<file path="src/rtl/iserdese3_4to10_gearbox_if.sv">
// Bus between the ISERDESE3 nibble source and the 4:10 gearbox.
// The master drives deserialised nibbles and manual slip requests.
// The slave returns aligned 10-bit TMDS symbols and lock status.
interface iserdese3_4to10_gearbox_if;
    logic [3:0] rxdata;      // ISERDESE3 Q[3:0], bit 0 earliest
    logic       bitslip;     // one-cycle manual slip request
    logic [9:0] rxword;      // aligned symbol, bit 0 earliest
    logic       rxword_vld;  // one-cycle strobe for rxword
    logic       aligned;     // locked on control tokens
    logic [3:0] slip_cnt;    // slips applied, modulo 10

    modport master (
        output rxdata,
        output bitslip,
        input  rxword,
        input  rxword_vld,
        input  aligned,
        input  slip_cnt
    );

    modport slave (
        input  rxdata,
        input  bitslip,
        output rxword,
        output rxword_vld,
        output aligned,
        output slip_cnt
    );
endinterface

</file>
<file path="src/rtl/iserdese3_4to10_gearbox.sv">
// Receive-side 4:10 gearbox for the TMDS input path.
// Packs 4-bit ISERDESE3 nibbles LSB-first into 10-bit symbols (2 symbols
// per 5 clkdiv4 cycles) and, optionally, hunts for word alignment by
// bit-slipping until TMDS control tokens repeat.
module iserdese3_4to10_gearbox #(
    parameter bit AUTO_ALIGN   = 1'b1,
    parameter int LOCK_CNT     = 16,
    parameter int SEARCH_WORDS = 64,
    parameter int LOSS_WORDS   = 4096
) (
    input  logic                             clkdiv4,
    input  logic                             rxrst_n,
    iserdese3_4to10_gearbox_if.slave         gb
);

    // Counter sizing: word counter serves both the search and the loss window.
    localparam int WORD_MAX = (SEARCH_WORDS > LOSS_WORDS) ? SEARCH_WORDS : LOSS_WORDS;
    localparam int MW       = $clog2(LOCK_CNT + 1);
    localparam int WW       = $clog2(WORD_MAX + 1);

    localparam logic [MW-1:0] MATCH_LAST  = MW'(LOCK_CNT - 1);
    localparam logic [WW-1:0] SEARCH_LAST = WW'(SEARCH_WORDS - 1);
    localparam logic [WW-1:0] LOSS_LAST   = WW'(LOSS_WORDS - 1);

    typedef enum logic [1:0] {
        ST_SEARCH = 2'd0,
        ST_SLIP   = 2'd1,
        ST_WAIT   = 2'd2,
        ST_LOCKED = 2'd3
    } state_t;

    // The four TMDS control-period symbols (C1C0 = 00, 01, 10, 11).
    function automatic logic is_token(input logic [9:0] w);
        return (w == 10'h354) || (w == 10'h0AB) || (w == 10'h154) || (w == 10'h2AB);
    endfunction

    // Datapath state
    logic [13:0] sbuf_q, sbuf_d, sbuf_s;
    logic [3:0]  fill_q, fill_d, fill_s;
    logic [9:0]  rxword_q, rxword_d;
    logic        rxword_vld_q, rxword_vld_d;
    logic [3:0]  slip_cnt_q, slip_cnt_d;
    logic        emit_s;
    logic        slip_s;

    // Aligner state
    state_t       state_q;
    logic [MW-1:0] match_cnt_q;
    logic [WW-1:0] word_cnt_q;
    logic [1:0]    wait_cnt_q;
    logic          aligned_q;

    // Aligner decisions on the word currently presented at the output
    logic token_s;
    logic lock_hit_s;
    logic search_hit_s;
    logic loss_hit_s;
    logic wait_done_s;

    // Select the slip source: the aligner in auto mode, the port otherwise.
    always_comb begin
        slip_s = 1'b0;
        if (AUTO_ALIGN) begin
            slip_s = (state_q == ST_SLIP);
        end else begin
            slip_s = gb.bitslip;
        end
    end

    // Append the new nibble, discarding the oldest bit first on a slip.
    always_comb begin
        sbuf_s = sbuf_q;
        fill_s = fill_q;
        if (slip_s && (fill_q == 4'd0)) begin
            // Nothing buffered: the oldest bit is rxdata[0] itself.
            sbuf_s = {11'd0, gb.rxdata[3:1]};
            fill_s = 4'd3;
        end else if (slip_s) begin
            sbuf_s = sbuf_q >> 1;
            fill_s = fill_q - 4'd1;
            sbuf_s[fill_s +: 4] = gb.rxdata;
            fill_s = fill_s + 4'd4;
        end else begin
            sbuf_s[fill_q +: 4] = gb.rxdata;
            fill_s = fill_q + 4'd4;
        end
    end

    // Pop a completed symbol once ten or more bits are buffered.
    always_comb begin
        emit_s       = 1'b0;
        sbuf_d       = sbuf_s;
        fill_d       = fill_s;
        rxword_d     = rxword_q;
        rxword_vld_d = 1'b0;
        if (fill_s >= 4'd10) begin
            emit_s       = 1'b1;
            rxword_d     = sbuf_s[9:0];
            rxword_vld_d = 1'b1;
            sbuf_d       = sbuf_s >> 10;
            fill_d       = fill_s - 4'd10;
        end else begin
            emit_s       = 1'b0;
        end
    end

    // Track the bit phase modulo one symbol.
    always_comb begin
        slip_cnt_d = slip_cnt_q;
        if (slip_s) begin
            slip_cnt_d = (slip_cnt_q == 4'd9) ? 4'd0 : (slip_cnt_q + 4'd1);
        end else begin
            slip_cnt_d = slip_cnt_q;
        end
    end

    // Gearbox buffer, output symbol and phase counter registers.
    always_ff @(posedge clkdiv4 or negedge rxrst_n) begin
        if (!rxrst_n) begin
            sbuf_q       <= 14'd0;
            fill_q       <= 4'd0;
            rxword_q     <= 10'd0;
            rxword_vld_q <= 1'b0;
            slip_cnt_q   <= 4'd0;
        end else begin
            sbuf_q       <= sbuf_d;
            fill_q       <= fill_d;
            rxword_q     <= rxword_d;
            rxword_vld_q <= rxword_vld_d;
            slip_cnt_q   <= slip_cnt_d;
        end
    end

    // Threshold decisions for the aligner, evaluated on each valid word.
    always_comb begin
        token_s      = 1'b0;
        lock_hit_s   = 1'b0;
        search_hit_s = 1'b0;
        loss_hit_s   = 1'b0;
        wait_done_s  = 1'b0;
        if (rxword_vld_q) begin
            token_s      = is_token(rxword_q);
            lock_hit_s   = is_token(rxword_q) && (match_cnt_q == MATCH_LAST);
            search_hit_s = (word_cnt_q == SEARCH_LAST);
            loss_hit_s   = !is_token(rxword_q) && (word_cnt_q == LOSS_LAST);
            wait_done_s  = (wait_cnt_q == 2'd3);
        end else begin
            token_s      = 1'b0;
        end
    end

    // Alignment FSM: search for repeating tokens, slip, settle, hold lock.
    always_ff @(posedge clkdiv4 or negedge rxrst_n) begin
        if (!rxrst_n) begin
            state_q     <= ST_SEARCH;
            match_cnt_q <= '0;
            word_cnt_q  <= '0;
            wait_cnt_q  <= 2'd0;
            aligned_q   <= 1'b0;
        end else if (!AUTO_ALIGN) begin
            state_q     <= ST_SEARCH;
            match_cnt_q <= '0;
            word_cnt_q  <= '0;
            wait_cnt_q  <= 2'd0;
            aligned_q   <= 1'b0;
        end else begin
            case (state_q)
                ST_SEARCH: begin
                    if (!rxword_vld_q) begin
                        state_q <= ST_SEARCH;
                    end else if (lock_hit_s) begin
                        // Lock takes priority over a coincident search timeout.
                        state_q     <= ST_LOCKED;
                        aligned_q   <= 1'b1;
                        match_cnt_q <= '0;
                        word_cnt_q  <= '0;
                    end else if (search_hit_s) begin
                        state_q     <= ST_SLIP;
                        match_cnt_q <= '0;
                        word_cnt_q  <= '0;
                    end else begin
                        match_cnt_q <= token_s ? (match_cnt_q + 1'b1) : '0;
                        word_cnt_q  <= word_cnt_q + 1'b1;
                    end
                end
                ST_SLIP: begin
                    // The slip itself is taken by the datapath during this state.
                    state_q    <= ST_WAIT;
                    wait_cnt_q <= 2'd0;
                end
                ST_WAIT: begin
                    // Words straddling the old phase are ignored.
                    if (!rxword_vld_q) begin
                        state_q <= ST_WAIT;
                    end else if (wait_done_s) begin
                        state_q     <= ST_SEARCH;
                        wait_cnt_q  <= 2'd0;
                        match_cnt_q <= '0;
                        word_cnt_q  <= '0;
                    end else begin
                        wait_cnt_q <= wait_cnt_q + 2'd1;
                    end
                end
                ST_LOCKED: begin
                    if (!rxword_vld_q) begin
                        state_q <= ST_LOCKED;
                    end else if (token_s) begin
                        word_cnt_q <= '0;
                    end else if (loss_hit_s) begin
                        // Lost lock: resume searching from the current phase.
                        state_q     <= ST_SEARCH;
                        aligned_q   <= 1'b0;
                        match_cnt_q <= '0;
                        word_cnt_q  <= '0;
                    end else begin
                        word_cnt_q <= word_cnt_q + 1'b1;
                    end
                end
                default: begin
                    state_q     <= ST_SEARCH;
                    aligned_q   <= 1'b0;
                    match_cnt_q <= '0;
                    word_cnt_q  <= '0;
                    wait_cnt_q  <= 2'd0;
                end
            endcase
        end
    end

    assign gb.rxword     = rxword_q;
    assign gb.rxword_vld = rxword_vld_q;
    assign gb.aligned    = aligned_q;
    assign gb.slip_cnt   = slip_cnt_q;

endmodule

</file>
<file path="src/flat_wrapper.sv">
// flat-port wrapper written by rule: the top's interface ports become plain ports
module iserdese3_4to10_gearbox_flat 
#(
    parameter bit AUTO_ALIGN   = 1'b1,
    parameter int LOCK_CNT     = 16,
    parameter int SEARCH_WORDS = 64,
    parameter int LOSS_WORDS   = 4096
)
  (clkdiv4, rxrst_n, gb_rxdata, gb_bitslip, gb_rxword, gb_rxword_vld, gb_aligned, gb_slip_cnt);
  iserdese3_4to10_gearbox_if gb_i ();
  input  logic clkdiv4;
  input  logic rxrst_n;
  input wire logic [$bits(gb_i.rxdata)-1:0] gb_rxdata;
  input wire logic [$bits(gb_i.bitslip)-1:0] gb_bitslip;
  output wire logic [$bits(gb_i.rxword)-1:0] gb_rxword;
  output wire logic [$bits(gb_i.rxword_vld)-1:0] gb_rxword_vld;
  output wire logic [$bits(gb_i.aligned)-1:0] gb_aligned;
  output wire logic [$bits(gb_i.slip_cnt)-1:0] gb_slip_cnt;
  assign gb_i.rxdata = gb_rxdata;
  assign gb_i.bitslip = gb_bitslip;
  assign gb_rxword = gb_i.rxword;
  assign gb_rxword_vld = gb_i.rxword_vld;
  assign gb_aligned = gb_i.aligned;
  assign gb_slip_cnt = gb_i.slip_cnt;
  iserdese3_4to10_gearbox #(.AUTO_ALIGN(AUTO_ALIGN), .LOCK_CNT(LOCK_CNT), .SEARCH_WORDS(SEARCH_WORDS), .LOSS_WORDS(LOSS_WORDS)) u_core (.clkdiv4(clkdiv4), .rxrst_n(rxrst_n), .gb(gb_i));
endmodule
</file>
<file path="config.mk">
export PLATFORM = sky130hd
export DESIGN_NAME = iserdese3_4to10_gearbox_flat
export DESIGN_NICKNAME = d
export VERILOG_FILES = /design/src/rtl/iserdese3_4to10_gearbox_if.sv /design/src/rtl/iserdese3_4to10_gearbox.sv /design/src/flat_wrapper.sv
export SDC_FILE = /design/constraint.sdc
export NUM_CORES = 1
export LEC_CHECK = 0
export CELL_PAD_IN_SITES_DETAIL_PLACEMENT = 1
export CELL_PAD_IN_SITES_GLOBAL_PLACEMENT = 1
export CORE_MARGIN = 5
export CORE_UTILIZATION = 44
export CTS_BUF_LIST = sky130_fd_sc_hd__clkbuf_8
export DETAILED_ROUTE_END_ITERATION = 8
export PLACE_DENSITY_LB_ADDON = 0.1
export SLEW_MARGIN = 20
export SYNTH_ARGS = -nofsm -noshare
export SYNTH_HDL_FRONTEND = slang
export SYNTH_SLANG_ARGS = --single-unit
</file>
<file path="constraint.sdc">
create_clock -name clkdiv4 -period 3.79 [get_ports clkdiv4]
set_input_delay 1.137 -clock clkdiv4 [delete_from_list [all_inputs] [get_ports clkdiv4]]
set_output_delay 1.137 -clock clkdiv4 [all_outputs]
set_load 0.02 [all_outputs]
</file>
==> results <==
[registers in the layout (all words and copies together), names as in the netlist]
name / count
u_core.word_cnt_q: 13
u_core.fill_q: 4
u_core.gb.rxword_vld: 1
u_core.sbuf_q: 14
u_core.state_q: 2
u_core.gb.rxword: 10
u_core.gb.slip_cnt: 4
u_core.wait_cnt_q: 2
u_core.gb.aligned: 1
u_core.match_cnt_q: 5
[worst min-delay path by stage]
| stage | slack (ns) | from | endpoint | cells past startpoint |
|---|---|---|---|---|
| 4_1_cts | 0.50 | u_core.word_cnt_q[12] | u_core.word_cnt_q[12] | 1 |
| 3_3_place_gp | 0.47 | u_core.word_cnt_q[12] | u_core.word_cnt_q[12] | 1 |
| 3_5_place_dp | 0.49 | u_core.word_cnt_q[12] | u_core.word_cnt_q[12] | 1 |
| 6_report | 0.50 | u_core.word_cnt_q[12] | u_core.word_cnt_q[12] | 1 |
| 2_1_floorplan | 0.46 | u_core.word_cnt_q[12] | u_core.word_cnt_q[12] | 1 |
| 5_1_grt | 0.54 | u_core.word_cnt_q[12] | u_core.word_cnt_q[12] | 1 |
[kinds of logic after synthesis]
logic type / after synthesis
AND/OR/NAND/NOR: 208
multiplexers: 34
adder cells (fa/ha/maj): 16
flip-flops: 56
XOR/XNOR: 8
buffers and inverters: 57
AO/OA/AOI/OAI: 172
[layout by cell type, fill, tap and decap left out, drive strengths merged, types with 5 or more instances in the layout]
cell type / count
mux2i: 18
inv: 21
and2: 8
ha: 16
nand3b: 6
xnor2: 5
a31oi: 6
o31ai: 8
mux2: 16
o22ai: 9
and3: 9
o21ai: 41
a22o: 10
nor2b: 12
clkbuf: 6
a211oi: 5
nand2: 55
nor3: 18
or4: 5
nand4: 8
o2bb2ai: 5
nor2: 34
clkdlybuf4s50: 20
nand2b: 11
a2111oi: 5
buf: 21
dfrtp: 56
a21o: 6
a21oi: 21
nand3: 22
o211ai: 6
[area by class of cell]
cell class	count	share of cell area [%]
clock buffers	6	1.60
clock inverters	2	0.266
inverters	21	1.52
multi-input cells	438	59.4
flip-flops and latches	56	27.1
well taps	136	3.29
repair buffers	41	6.87
[metrics by stage]
step / instance area, sq um / hold slack [ns]
after global routing: 5170 / 0.540
after floorplan: 4720 / 0.456
after CTS: 5170 / 0.503
after global placement: 5080 / 0.470
final: 5170 / 0.500
after detailed placement: 5080 / 0.487
[layer usage]
layer	part of all wire, %	vias to the layer above	track usage (%)
met1	47	2209	34.6
met4	1.8	0	5.37
met5	0	-	0
li1	-	2089	-
met2	44	145	38.4
met3	6.3	19	3.77
[worst register-to-register path, stage by stage (launching register included)]
cell and delay (ns):
dfrtp_1 0.43, inv_1 0.12, ha_1 0.19, inv_1 0.07, ha_1 0.29, inv_1 0.08
ha_1 0.62, o21ba_2 0.28, a221o_1 0.35, o21ai_0 0.14, nor4b_1 0.10, a311oi_1 0.55
o21ai_1 0.10
[report_power, final]
| group | switching, W | internal, W |
|---|---|---|
| clock network | 0.000222 | 0.000151 |
| registers | 0.00000849 | 0.000605 |
| logic | 0.0000477 | 0.0000317 |
==> out/results.txt <==
VDD IR-drop max: 0.156 mV
DR WL/cell: 21.5 um
Placed Cells: 692
final std cells w/o fill: 700
drt pass-1 iters: 5
Max FO, Critical Path: 15
GRT Overall Usage: 24.1%
Routed WL: 15000 um
Core ar.: 10400 sq um
RSZ-0062 raised after global routing: false
Post-Syn Nets: 574
area of the multi-input gates: 3070 sq um
antenna viol nets, final: 0
Die Wd: 114 um
hpwl dp: 11200 um
Tcrit/Tclk final: 91.0%
final setup fails: 0
setup ws final: 0.341 ns
count leader, synth: dfrtp_1
Worst Reg-to-Reg Cells: 12
mux share of post-synthesis cell area: 7.63%
FF-to-FF End: u_core.gb.rxword[6]
Crit Reg-Reg Startpoint: u_core.fill_q[1]
slowest cell on the critical path: ha_1
fin nets: 586
worst endpoint data arrival time: 3.64 ns
Area growth syn-to-layout: 9.54%
CTS tree: yes
vias in the first global route: 4629
cts hold-fix bufs: 0
leakage: 2.06 nW
Vias/cell: 6.37
required time worst endpoint: 3.98 ns
H-tree level count: 2
largest net degree at the start of global routing: 41
Reg2Reg Setup Slack: 0.34 ns
sequential area share after synthesis: 29.7%
Yosys reg bits: 56
Final Hold Vio Count: 0
Post-Synth Adder-Cell Area: 4.24%
Bufs on Longest Clock Path: 2
antenna cells: 0
Synth Area in XOR/XNOR: 1.48%
Syn Inst Count: 551
Worst path depth: 12
Yosys cell types: 91
ys async rst share: 100%
Simple-Gate Fraction of Synth Area: 24.3%
Initial Util: 45.3%
clock root cell: clkbuf_8
Hold Path Class: reg2reg
Power Density: 206 nW/um^2
grt ovf: 0
worst-path cell chain: inv_1 -> ha_1 -> inv_1 -> ha_1 -> inv_1 -> ha_1 -> o21ba_2 -> a221o_1 -> o21ai_0 -> nor4b_1 -> a311oi_1 -> o21ai_1
status: finished, final reports clean
FF+latch area: 1400 sq um
launch point of the worst path: u_core.fill_q[1]
Yosys top cell area share: 29.7%
max cap viols: 0
first-pass GRT wire length: 24900 um
warning count from the yosys run: 0
worst relative slew slack: 35.1%
CP endpoint: u_core.gb.rxword[6]
Pins Over Slew Limit: 0
worst setup path category: reg2reg
filler instances: 1281
WP buf/inv: 3
Synth Flop Type: dfrtp_1
Crit path largest cell delay: 0.62 ns
DP Worst Slack: 0.323 ns
GPL Wtd Cong: 0.926
Tmin final: 3.45 ns
Num CTS Buffers: 5
Largest delay share family, worst path: compound AO/OA/AOI/OAI gates
CTS sink cnt: 56
Synth area leader: dfrtp_1
DR DRC count: 0
Design Power: 0.00107 W
Compound-Gate Fraction of Synth Area: 27.4%
Worst-Skew Late Latency: 0.33 ns
FMAX: 290 MHz
I/O pin cnt: 23
post-CTS sizing: 0
share of cells above drive strength 1: 12.9%
Core Util, Final: 49.7%
Setup crit start kind: register
PortBufs: 21
Post-synth EDFFs: 0
Crit. End Element: register
DR iter-0 viols: 423
Vias: 4462
Area contributors post-synth: dfrtp_1 (30%), nand2_1 (4.3%), ha_1 (4.2%), mux2i_1 (3.8%), mux2_2 (3.6%)
FP Rows: 37
die area: 12900 sq um
TNS Setup: 0 ns
post-CTS setup buffer count: 0
clk_skew: 0.0228 ns
top cells by count, synth: dfrtp_1 (56), nand2_1 (54), nor2_1 (33), o21ai_0 (33)
Slew @ Worst Pin: 0.973 ns
Clock Pin Slew Worst Setup and Hold Paths: 0.11 ns
Netlist Area Pre-Place: 4720 sq um
Avg Cell Area, Syn: 8.57 sq um
largest family of logic cells by synthesized area: compound AO/OA/AOI/OAI gates
antenna violations before repair: 0
Die Span Y: 114 um
Power figures use the tool's default switching activity.
